--- src/rtl/ps2_pkg.sv ---
// Shared PS/2 definitions: transmitter state encoding, frame geometry and
// the keyboard command/response bytes used by host-side logic.
package ps2_pkg;

   typedef enum logic [2:0] {
      ST_IDLE,
      ST_INHIBIT,
      ST_RTS,
      ST_SEND,
      ST_ACK,
      ST_RELEASE
   } ps2_tx_state_e;

   localparam int PS2_FRAME_BITS = 10;
   localparam int PS2_CNT_W      = 20;

   localparam logic [7:0] CMD_SET_LEDS = 8'hED;
   localparam logic [7:0] CMD_RESET    = 8'hFF;
   localparam logic [7:0] CMD_RESEND   = 8'hFE;
   localparam logic [7:0] RESP_ACK     = 8'hFA;

   // PS/2 uses odd parity: the parity bit makes the total count of ones odd.
   function automatic logic odd_parity(input logic [7:0] d);
      return ~^d;
   endfunction

endpackage

--- src/rtl/ps2_line_filter.sv ---
// Two-flop synchronizer followed by a stability filter: the output only
// follows the line after FILTER_LEN consecutive equal samples. Idles high.
module ps2_line_filter #(
   parameter int FILTER_LEN = 8
) (
   input  logic clk,
   input  logic rst,
   input  logic line_in,
   output logic line_out
);

   localparam int CW = $clog2(FILTER_LEN + 1);
   localparam logic [CW-1:0] CNT_LAST = CW'(FILTER_LEN - 1);

   logic          sync1;
   logic          sync2;
   logic [CW-1:0] cnt;

   always_ff @(posedge clk) begin
      if (rst) begin
         sync1    <= 1'b1;
         sync2    <= 1'b1;
         cnt      <= '0;
         line_out <= 1'b1;
      end else begin
         sync1 <= line_in;
         sync2 <= sync1;
         // Any sample matching the accepted level restarts the run count.
         if (sync2 == line_out) begin
            cnt <= '0;
         end else if (cnt == CNT_LAST) begin
            line_out <= sync2;
            cnt      <= '0;
         end else begin
            cnt <= cnt + CW'(1);
         end
      end
   end

endmodule

--- src/rtl/ps2_transmitter.sv ---
// Host-to-device PS/2 command transmitter: inhibit, request-to-send,
// device-clocked 10-bit frame, ACK check, then done or error.
module ps2_transmitter
   import ps2_pkg::*;
#(
   parameter int INHIBIT_CYCLES    = 6000,
   parameter int START_HOLD_CYCLES = 100,
   parameter int TIMEOUT_CYCLES    = 1_000_000,
   parameter int FILTER_LEN        = 8
) (
   input  logic       clk,
   input  logic       rst,
   input  logic [7:0] tx_data,
   input  logic       tx_valid,
   output logic       tx_ready,
   output logic       tx_done,
   output logic       tx_err,
   output logic       busy,
   input  logic       kclk_in,
   input  logic       kdata_in,
   output logic       kclk_oe,
   output logic       kdata_oe
);

   localparam logic [PS2_CNT_W-1:0] INHIBIT_LAST = PS2_CNT_W'(INHIBIT_CYCLES - 1);
   localparam logic [PS2_CNT_W-1:0] HOLD_LAST    = PS2_CNT_W'(START_HOLD_CYCLES - 1);
   localparam logic [PS2_CNT_W-1:0] TIMEOUT_LAST = PS2_CNT_W'(TIMEOUT_CYCLES - 1);
   localparam logic [3:0]           LAST_BIT     = 4'(PS2_FRAME_BITS - 1);

   // Handshake: a byte is accepted in the cycle tx_valid and tx_ready are both
   // high; tx_ready is only high in IDLE, so requests elsewhere are ignored.

   ps2_tx_state_e                 state, state_n;
   logic [PS2_CNT_W-1:0]          cnt, cnt_n;
   logic [PS2_FRAME_BITS-1:0]     shift, shift_n;
   logic [3:0]                    bit_cnt, bit_cnt_n;
   logic                          kdata_n;
   logic                          done_n;
   logic                          err_n;
   logic                          kclk_f;
   logic                          kdata_f;
   logic                          kclk_f_q;
   logic                          kclk_fall;
   logic                          timeout;
   logic                          keep_cnt;

   ps2_line_filter #(.FILTER_LEN(FILTER_LEN)) u_kclk_filter (
      .clk      (clk),
      .rst      (rst),
      .line_in  (kclk_in),
      .line_out (kclk_f)
   );

   ps2_line_filter #(.FILTER_LEN(FILTER_LEN)) u_kdata_filter (
      .clk      (clk),
      .rst      (rst),
      .line_in  (kdata_in),
      .line_out (kdata_f)
   );

   assign kclk_fall = kclk_f_q & ~kclk_f;

   always_comb begin
      timeout = 1'b0;
      if (state == ST_SEND || state == ST_ACK || state == ST_RELEASE) begin
         timeout = (cnt == TIMEOUT_LAST);
      end
   end

   always_comb begin
      state_n   = state;
      shift_n   = shift;
      bit_cnt_n = bit_cnt;
      kdata_n   = kdata_oe;
      done_n    = 1'b0;
      err_n     = 1'b0;

      case (state)
         ST_IDLE: begin
            kdata_n = 1'b0;
            if (tx_valid && tx_ready) begin
               shift_n = {1'b1, odd_parity(tx_data), tx_data};
               state_n = ST_INHIBIT;
            end
         end

         ST_INHIBIT: begin
            if (cnt == INHIBIT_LAST) begin
               kdata_n = 1'b1;
               state_n = ST_RTS;
            end
         end

         ST_RTS: begin
            kdata_n = 1'b1;
            if (cnt == HOLD_LAST) begin
               bit_cnt_n = '0;
               state_n   = ST_SEND;
            end
         end

         ST_SEND: begin
            if (timeout) begin
               kdata_n = 1'b0;
               err_n   = 1'b1;
               state_n = ST_IDLE;
            end else if (kclk_fall) begin
               // Driving low encodes a 0; the final stop bit releases the line.
               kdata_n   = ~shift[0];
               shift_n   = {1'b0, shift[PS2_FRAME_BITS-1:1]};
               bit_cnt_n = bit_cnt + 4'd1;
               if (bit_cnt == LAST_BIT) begin
                  state_n = ST_ACK;
               end
            end
         end

         ST_ACK: begin
            kdata_n = 1'b0;
            if (timeout) begin
               err_n   = 1'b1;
               state_n = ST_IDLE;
            end else if (kclk_fall) begin
               if (!kdata_f) begin
                  state_n = ST_RELEASE;
               end else begin
                  err_n   = 1'b1;
                  state_n = ST_IDLE;
               end
            end
         end

         ST_RELEASE: begin
            kdata_n = 1'b0;
            if (timeout) begin
               err_n   = 1'b1;
               state_n = ST_IDLE;
            end else if (kclk_f && kdata_f) begin
               done_n  = 1'b1;
               state_n = ST_IDLE;
            end
         end

         default: begin
            kdata_n = 1'b0;
            state_n = ST_IDLE;
         end
      endcase
   end

   // The counter restarts on each state change, except that the watchdog
   // keeps running from kclk release through ACK and the final release.
   always_comb begin
      keep_cnt = (state == ST_SEND && state_n == ST_ACK) ||
                 (state == ST_ACK  && state_n == ST_RELEASE);
      if (state_n != state && !keep_cnt) begin
         cnt_n = '0;
      end else begin
         cnt_n = cnt + PS2_CNT_W'(1);
      end
   end

   always_ff @(posedge clk) begin
      if (rst) begin
         state    <= ST_IDLE;
         cnt      <= '0;
         shift    <= '0;
         bit_cnt  <= '0;
         kclk_f_q <= 1'b1;
         tx_ready <= 1'b0;
         tx_done  <= 1'b0;
         tx_err   <= 1'b0;
         busy     <= 1'b0;
         kclk_oe  <= 1'b0;
         kdata_oe <= 1'b0;
      end else begin
         state    <= state_n;
         cnt      <= cnt_n;
         shift    <= shift_n;
         bit_cnt  <= bit_cnt_n;
         kclk_f_q <= kclk_f;
         // Ready is withheld during the done/error pulse cycle.
         tx_ready <= (state_n == ST_IDLE) && !done_n && !err_n;
         tx_done  <= done_n;
         tx_err   <= err_n;
         busy     <= (state_n != ST_IDLE);
         kclk_oe  <= (state_n == ST_INHIBIT) || (state_n == ST_RTS);
         kdata_oe <= kdata_n;
      end
   end

endmodule

--- config.mk ---
export PLATFORM = sky130hd
export DESIGN_NAME = ps2_transmitter
export DESIGN_NICKNAME = d
export VERILOG_FILES = /design/src/rtl/ps2_pkg.sv /design/src/rtl/ps2_line_filter.sv /design/src/rtl/ps2_transmitter.sv
export SDC_FILE = /design/constraint.sdc
export NUM_CORES = 1
export LEC_CHECK = 0
export CAP_MARGIN = 20
export CORE_ASPECT_RATIO = 2
export CORE_UTILIZATION = 40
export DETAILED_ROUTE_END_ITERATION = 8
export PLACE_DENSITY = 0.62
export SLEW_MARGIN = 15
export SYNTH_ARGS = -nofsm -noshare
export SYNTH_HDL_FRONTEND = slang
export SYNTH_SLANG_ARGS = --single-unit
--- constraint.sdc ---
create_clock -name clk -period 3.15 [get_ports clk]
set_input_delay 0.7875 -clock clk [delete_from_list [all_inputs] [get_ports clk]]
set_output_delay 0.7875 -clock clk [all_outputs]
set_load 0.01 [all_outputs]
# Word level (Yosys, flattened, before mapping)
# Index checks and enable logic that the tools add are counted.
# word_totals
out_inout_bits	6
input_bits	13
regBits	58
wordCells	114
# classes
addsub	4
bitwise_logic	5
reduce_logical	29
n_mux	33
n_eq_ne	24
# op_table
operator	n
$mux 3	11
$mux 10	3
$add 20x1->20 const B	1
$eq 20x13->1 const B	1
$eq 20x20->1 const B	1
$eq 20x7->1 const B	1
$pmux 10 s2	1
$pmux 3 s6	1
$add 4x1->4 const B	3
$eq 3x3->1 const B	4
$mux 4	3
$mux 1	11
$ne 2x2->1 const B	5
$eq 3x2->1 const B	3
$eq 4x3->1 const B	2
$pmux 4 s2	1
$reduce_and 4->1	2
$reduce_xnor 8->1	1
$logic_and 1x1->1	7
$eq 3x1->1 const B	2
$logic_not 3->1	2
$reduce_and 2->1	3
$reduce_or 3->1	2
$eq 4x4->1 const B	1
12 further kinds	23

# Logic depth before layout (Yosys ltp)
# depth
depth_word	12
depth_mapped	10
depth_no_buf	9

# Modules after synthesis
# Synthesis repeated with hierarchy kept, for this count alone.
# hier_totals
cells_unflattened	325
area_unflattened_um2	2829.0
# by_module_without_submodules
mod	instances	cells_per_inst	seq_area_each_um2	area_each_um2
ps2_transmitter	1	277	880.8	2331.0
ps2_line_filter	2	24	140.1	249.0

# Worst setup path before layout
# OpenSTA, ideal clock, no wires.
# synth_path
path_kind	register -> register
from	reg cnt[13]
to	reg cnt[12]
required_ps	3035
path_buffers	1
setup_ps	115
path_slack_ps	752
period_less_slack_ps	2398
stages_incl_launch_ff	9
arrival_ps	2283
cell_sequence	dfxtp_1 or4_4 or3_1 or4_1 a21oi_2 a2bb2oi_1 a22oi_2 buf_6 nor2_1
# synth_via
elab_chain_len	10
word_cells_on_any_way	19
classes_between	eq/ne (6); mux (7); reduce/logical (6)
# synth_rtl
item	line	rtl
start, declared	ps2_transmitter.sv:34	logic [PS2_CNT_W-1:0] cnt, cnt_n;
start signal, assigned	ps2_transmitter.sv:178	cnt <= cnt_n;
$eq 20x20->1	ps2_transmitter.sv:66	timeout = (cnt == TIMEOUT_LAST);
$mux 1	ps2_transmitter.sv:65	if (state == ST_SEND || state == ST_ACK || state == ST_RELEASE) begin
$mux 3, on equally long branches	ps2_transmitter.sv:135, ps2_transmitter.sv:103, ps2_transmitter.sv:120	
$pmux 3 s6 (*)	ps2_transmitter.sv:78	case (state)
$eq 3x3->1, on equally long branches	ps2_transmitter.sv:154, ps2_transmitter.sv:155	
$logic_and 1x1->1, on equally long branches	ps2_transmitter.sv:154, ps2_transmitter.sv:155	
$logic_or 1x1->1	ps2_transmitter.sv:154	keep_cnt = (state == ST_SEND && state_n == ST_ACK) ||
$logic_not 1->1	ps2_transmitter.sv:156	if (state_n != state && !keep_cnt) begin
$logic_and 1x1->1 (*)	ps2_transmitter.sv:156	
$reduce_or 2->1 (no line) (*)	--	
# Every way passes the cells marked *; elsewhere a longest branch is shown, timed or not.
# A chain may end at the register's enable or synchronous reset.

# Final worst setup path
# layout_path
from	reg cnt[13]
to	reg cnt[13]
# layout_via
elab_chain_len	10
word_cells_on_any_way	20
classes_between	add/sub (1); eq/ne (6); mux (7); reduce/logical (6)
# layout_rtl
item	line
$eq 20x20->1	ps2_transmitter.sv:66
$mux 1	ps2_transmitter.sv:65
$mux 3, on equally long branches	ps2_transmitter.sv:135, ps2_transmitter.sv:103, ps2_transmitter.sv:120
$pmux 3 s6	ps2_transmitter.sv:78
$eq 3x3->1, on equally long branches	ps2_transmitter.sv:154, ps2_transmitter.sv:155
$logic_and 1x1->1, on equally long branches	ps2_transmitter.sv:154, ps2_transmitter.sv:155
$logic_or 1x1->1	ps2_transmitter.sv:154
$logic_not 1->1	ps2_transmitter.sv:156
$logic_and 1x1->1	ps2_transmitter.sv:156
$reduce_or 2->1 (no line)	--
# Parallel ways exist; a longest one is shown, timed or not.

==> summary.md <==
| Metric | Value |
|---|---|
| Outcome | complete, no violations |
| Placed Area | approximately 3000 µm² |
| CP arrival | 2.92 ns |
| Syn. warnings | 0 |
| Starting Density | 0.417 |
| Seq cells post-synth | slightly below 60 |
| Final worst slack | approximately 0.43 ns |
| Number of global-route vias before repair | about 2.3k |
| First-pass GRT wire length | between 10000 and 15000 µm |
| Initial DRC count | 100 |
| Final Non-Filler Cells | approximately 440 |
| Post-synth EDFFs | 0 |
| Worst path slowest cell | or4_4 |
| Num CTS Buffers | 9 |
| Req. time, crit path | ~3.4 ns |
| Ys flop type | dfxtp_1 |
| Final-report hold violation count | 0 |
| Die H | 120 µm |
| Largest net degree at the start of global routing | 31 |
| Most used cells in the layout excluding fill and tap cells | dfxtp_1, nor2_1, nand2_1 |
| Vias | 2348 |
| CP Buf/Inv Count | 1 |
| Final Wtd Congestion | approximately 0.85 |
| Achievable clock frequency | about 0.37 GHz |
| Pre-Repair DR Iteration Count | 4 |
| Setup repair bufs after CTS | 0 |
| Commonest non-fill, non-tap cell in the layout | dfxtp_1 |
| Share of layout cells above drive strength 1 | 0.0960 |
| Worst Skew | between 0.007 and 0.008 ns |
| Slew margin rel. | 0.523 |
| Fin area | 3330 µm² |
| Hold_ws | between 0.4 and 0.5 ns |
| Dpl hpwl | between 4000 and 5000 µm |
| Clock period minus worst slack | between 2 and 3 ns |
| Fin nets | 370 |
| Clock buffer depth | 2 |
| CTS Root Cell | clkbuf_16 |
| Post-Syn Nets | ~350 |
| Final ANT Viol Nets | 0 |
| Max Cap Violations | 0 |
| RSZ-0062 raised after global routing | no |
| Delay-heaviest family, CP | simple AND/OR/NAND/NOR gates |
| Filler cells | 700 |
| Core area | 6670 µm² |
| # IOs | 19 |
| DR vias/cell | about 5.3 |
| Synthesized instance count | 333 |
| GRT Util Overall | 0.190 |
| Maximum vdd drop | 0.000296 V |
| TritonCTS clock tree | built |
| Worst slack, placed | roughly 0.44 ns |
| Worst Path Max Fanout | 20 |
| Mapped Avg Cell Area | 8.36 µm² |
| CP cell instances | or4_4, nor4_1, nand2_1, and3_1, a2bb2oi_1, a22oi_2, buf_4, nor2_1 |
| Async S/R FF share, synth | 0 |
| Antenna Diode Count | 0 |
| Power per standard cell area | roughly 550 nW/µm² |
| GRT overflow | 0 |
| DRC viols | 0 |
| Worst skew pair latency | 0.33 ns |
| Slew Limit Fails | 0 |
| Period utilisation layout | 0.863 |
| Routed WL | roughly 6200 µm |
| Setup TNS | 0 ns |
| Seq/Total Area, Yosys | 0.417 |
| Port buffer count | 18 |
| Clock Pin Slew Worst Setup and Hold Paths | 0.04 ns |
| Crit path largest cell delay | 0.55 ns |
| H-tree levels | 3 |
| Routed WL per cell | roughly 14 µm |
| Worst Setup End Kind | flip-flop |
| P&R area growth vs syn | 19.5% |
| Hold buffer count at CTS | 0 |
| Leakage | 1.22 nW |
| Clock sink count | 58 |
| Final setup violation count | 0 |
| Min-Delay Path Class | flip-flop to flip-flop |
| Slew @ Worst Pin | 0.709 ns |
| Cell Rows | 42 |
| Worst R2R Start | cnt[13] |
| Startpoint Class | flip-flop |
| Initial antenna violation count | 0 |
| Die area | 7320 µm² |
| Post-Syn Area | approximately 2800 µm² |
| Die width | between 60 and 70 µm |
| Distinct cell type count after synthesis | between 40 and 50 |
| Setup CP Type | flip-flop to flip-flop |
| Inst Count DP | between 400 and 500 |
| Hold Startpoint | u_kclk_filter.sync1 |
| Setup crit start | cnt[13] |
| Cells resized by post-CTS repair | 0 |
[where the power goes]
part	internal, mW	switching (mW)
Sequential	0.759	0.0166
Combinational	0.0608	0.0582
Clock	0.641	0.309
[routing by layer]
layer	share of wire	wire [µm]	track usage	vias up
li1	-	-	-	1195
met1	0.37	2300	0.178	1100
met2	0.57	3560	0.345	36
met3	0.023	142	0.0420	17
met4	0.035	218	0.119	0
met5	0	0	0	-
[flip-flops by register name (all words and copies together) (netlist names)]
name and cells:
bit_cnt 4, busy 1, cnt 20, kclk_f_q 1, kclk_oe 1, kdata_oe 1
shift 10, state 3, tx_done 1, tx_err 1, tx_ready 1, u_kclk_filter.cnt 4
u_kclk_filter.line_out 1, u_kclk_filter.sync1 1, u_kclk_filter.sync2 1, u_kdata_filter.cnt 4, u_kdata_filter.line_out 1, u_kdata_filter.sync1 1
u_kdata_filter.sync2 1
[layout make-up]
class,instances,area [µm²],share of cell area
clock buffer,11,253,0.0759
clock inverter,3,40.0,0.0120
inverter,7,26.3,0.00789
multi-input combinational,252,1520,0.457
sequential,58,1160,0.349
tap,88,110,0.0331
timing repair buffer,23,218,0.0654
[synth_stat cells (6+ instances only)]
master | n | area, µm²
nand2_1 | 33 | 124
a311oi_1 | 8 | 70.1
inv_1 | 7 | 26.3
clkbuf_1 | 13 | 48.8
nor2_1 | 57 | 214
nand3_1 | 18 | 90.1
nor3_1 | 8 | 40.0
a21oi_1 | 7 | 35.0
dfxtp_1 | 58 | 1160
xnor2_1 | 18 | 158
ha_1 | 6 | 75.1
xor2_1 | 15 | 131
nand4_1 | 10 | 62.6
or2_2 | 9 | 56.3
o21ai_0 | 10 | 50.1
[cells by family (layout without fill, tap and decap cells)]
logic type | count (synthesis) | after routing | synth area share
compound gates | 36 | 36 | 0.0899
xor+xnor | 33 | 33 | 0.104
fa+ha+maj | 6 | 6 | 0.0270
buf+inv | 23 | 44 | 0.0368
flops | 58 | 58 | 0.417
mux | 1 | 1 | 0.00359
simple gates | 176 | 176 | 0.322
[stage by stage]
step | utilization | power (mW)
final | 0.499 | 1.84
after global routing | 0.499 | 1.92
after CTS | 0.499 | 1.87
after detailed placement | 0.455 | 0.911
after global placement | 0.455 | 0.909
after floorplan | - | 0.869
[worst paths after layout]
kind / cells past startpoint / slack, ns / to
hold reg to reg: 1 / 0.41 / u_kclk_filter.sync2
hold / removal: 1 / 0.41 / u_kclk_filter.sync2
setup / recovery: 8 / 0.43 / cnt[13]
setup reg to reg: 8 / 0.43 / cnt[13]
Power figures use the tool's default switching activity.
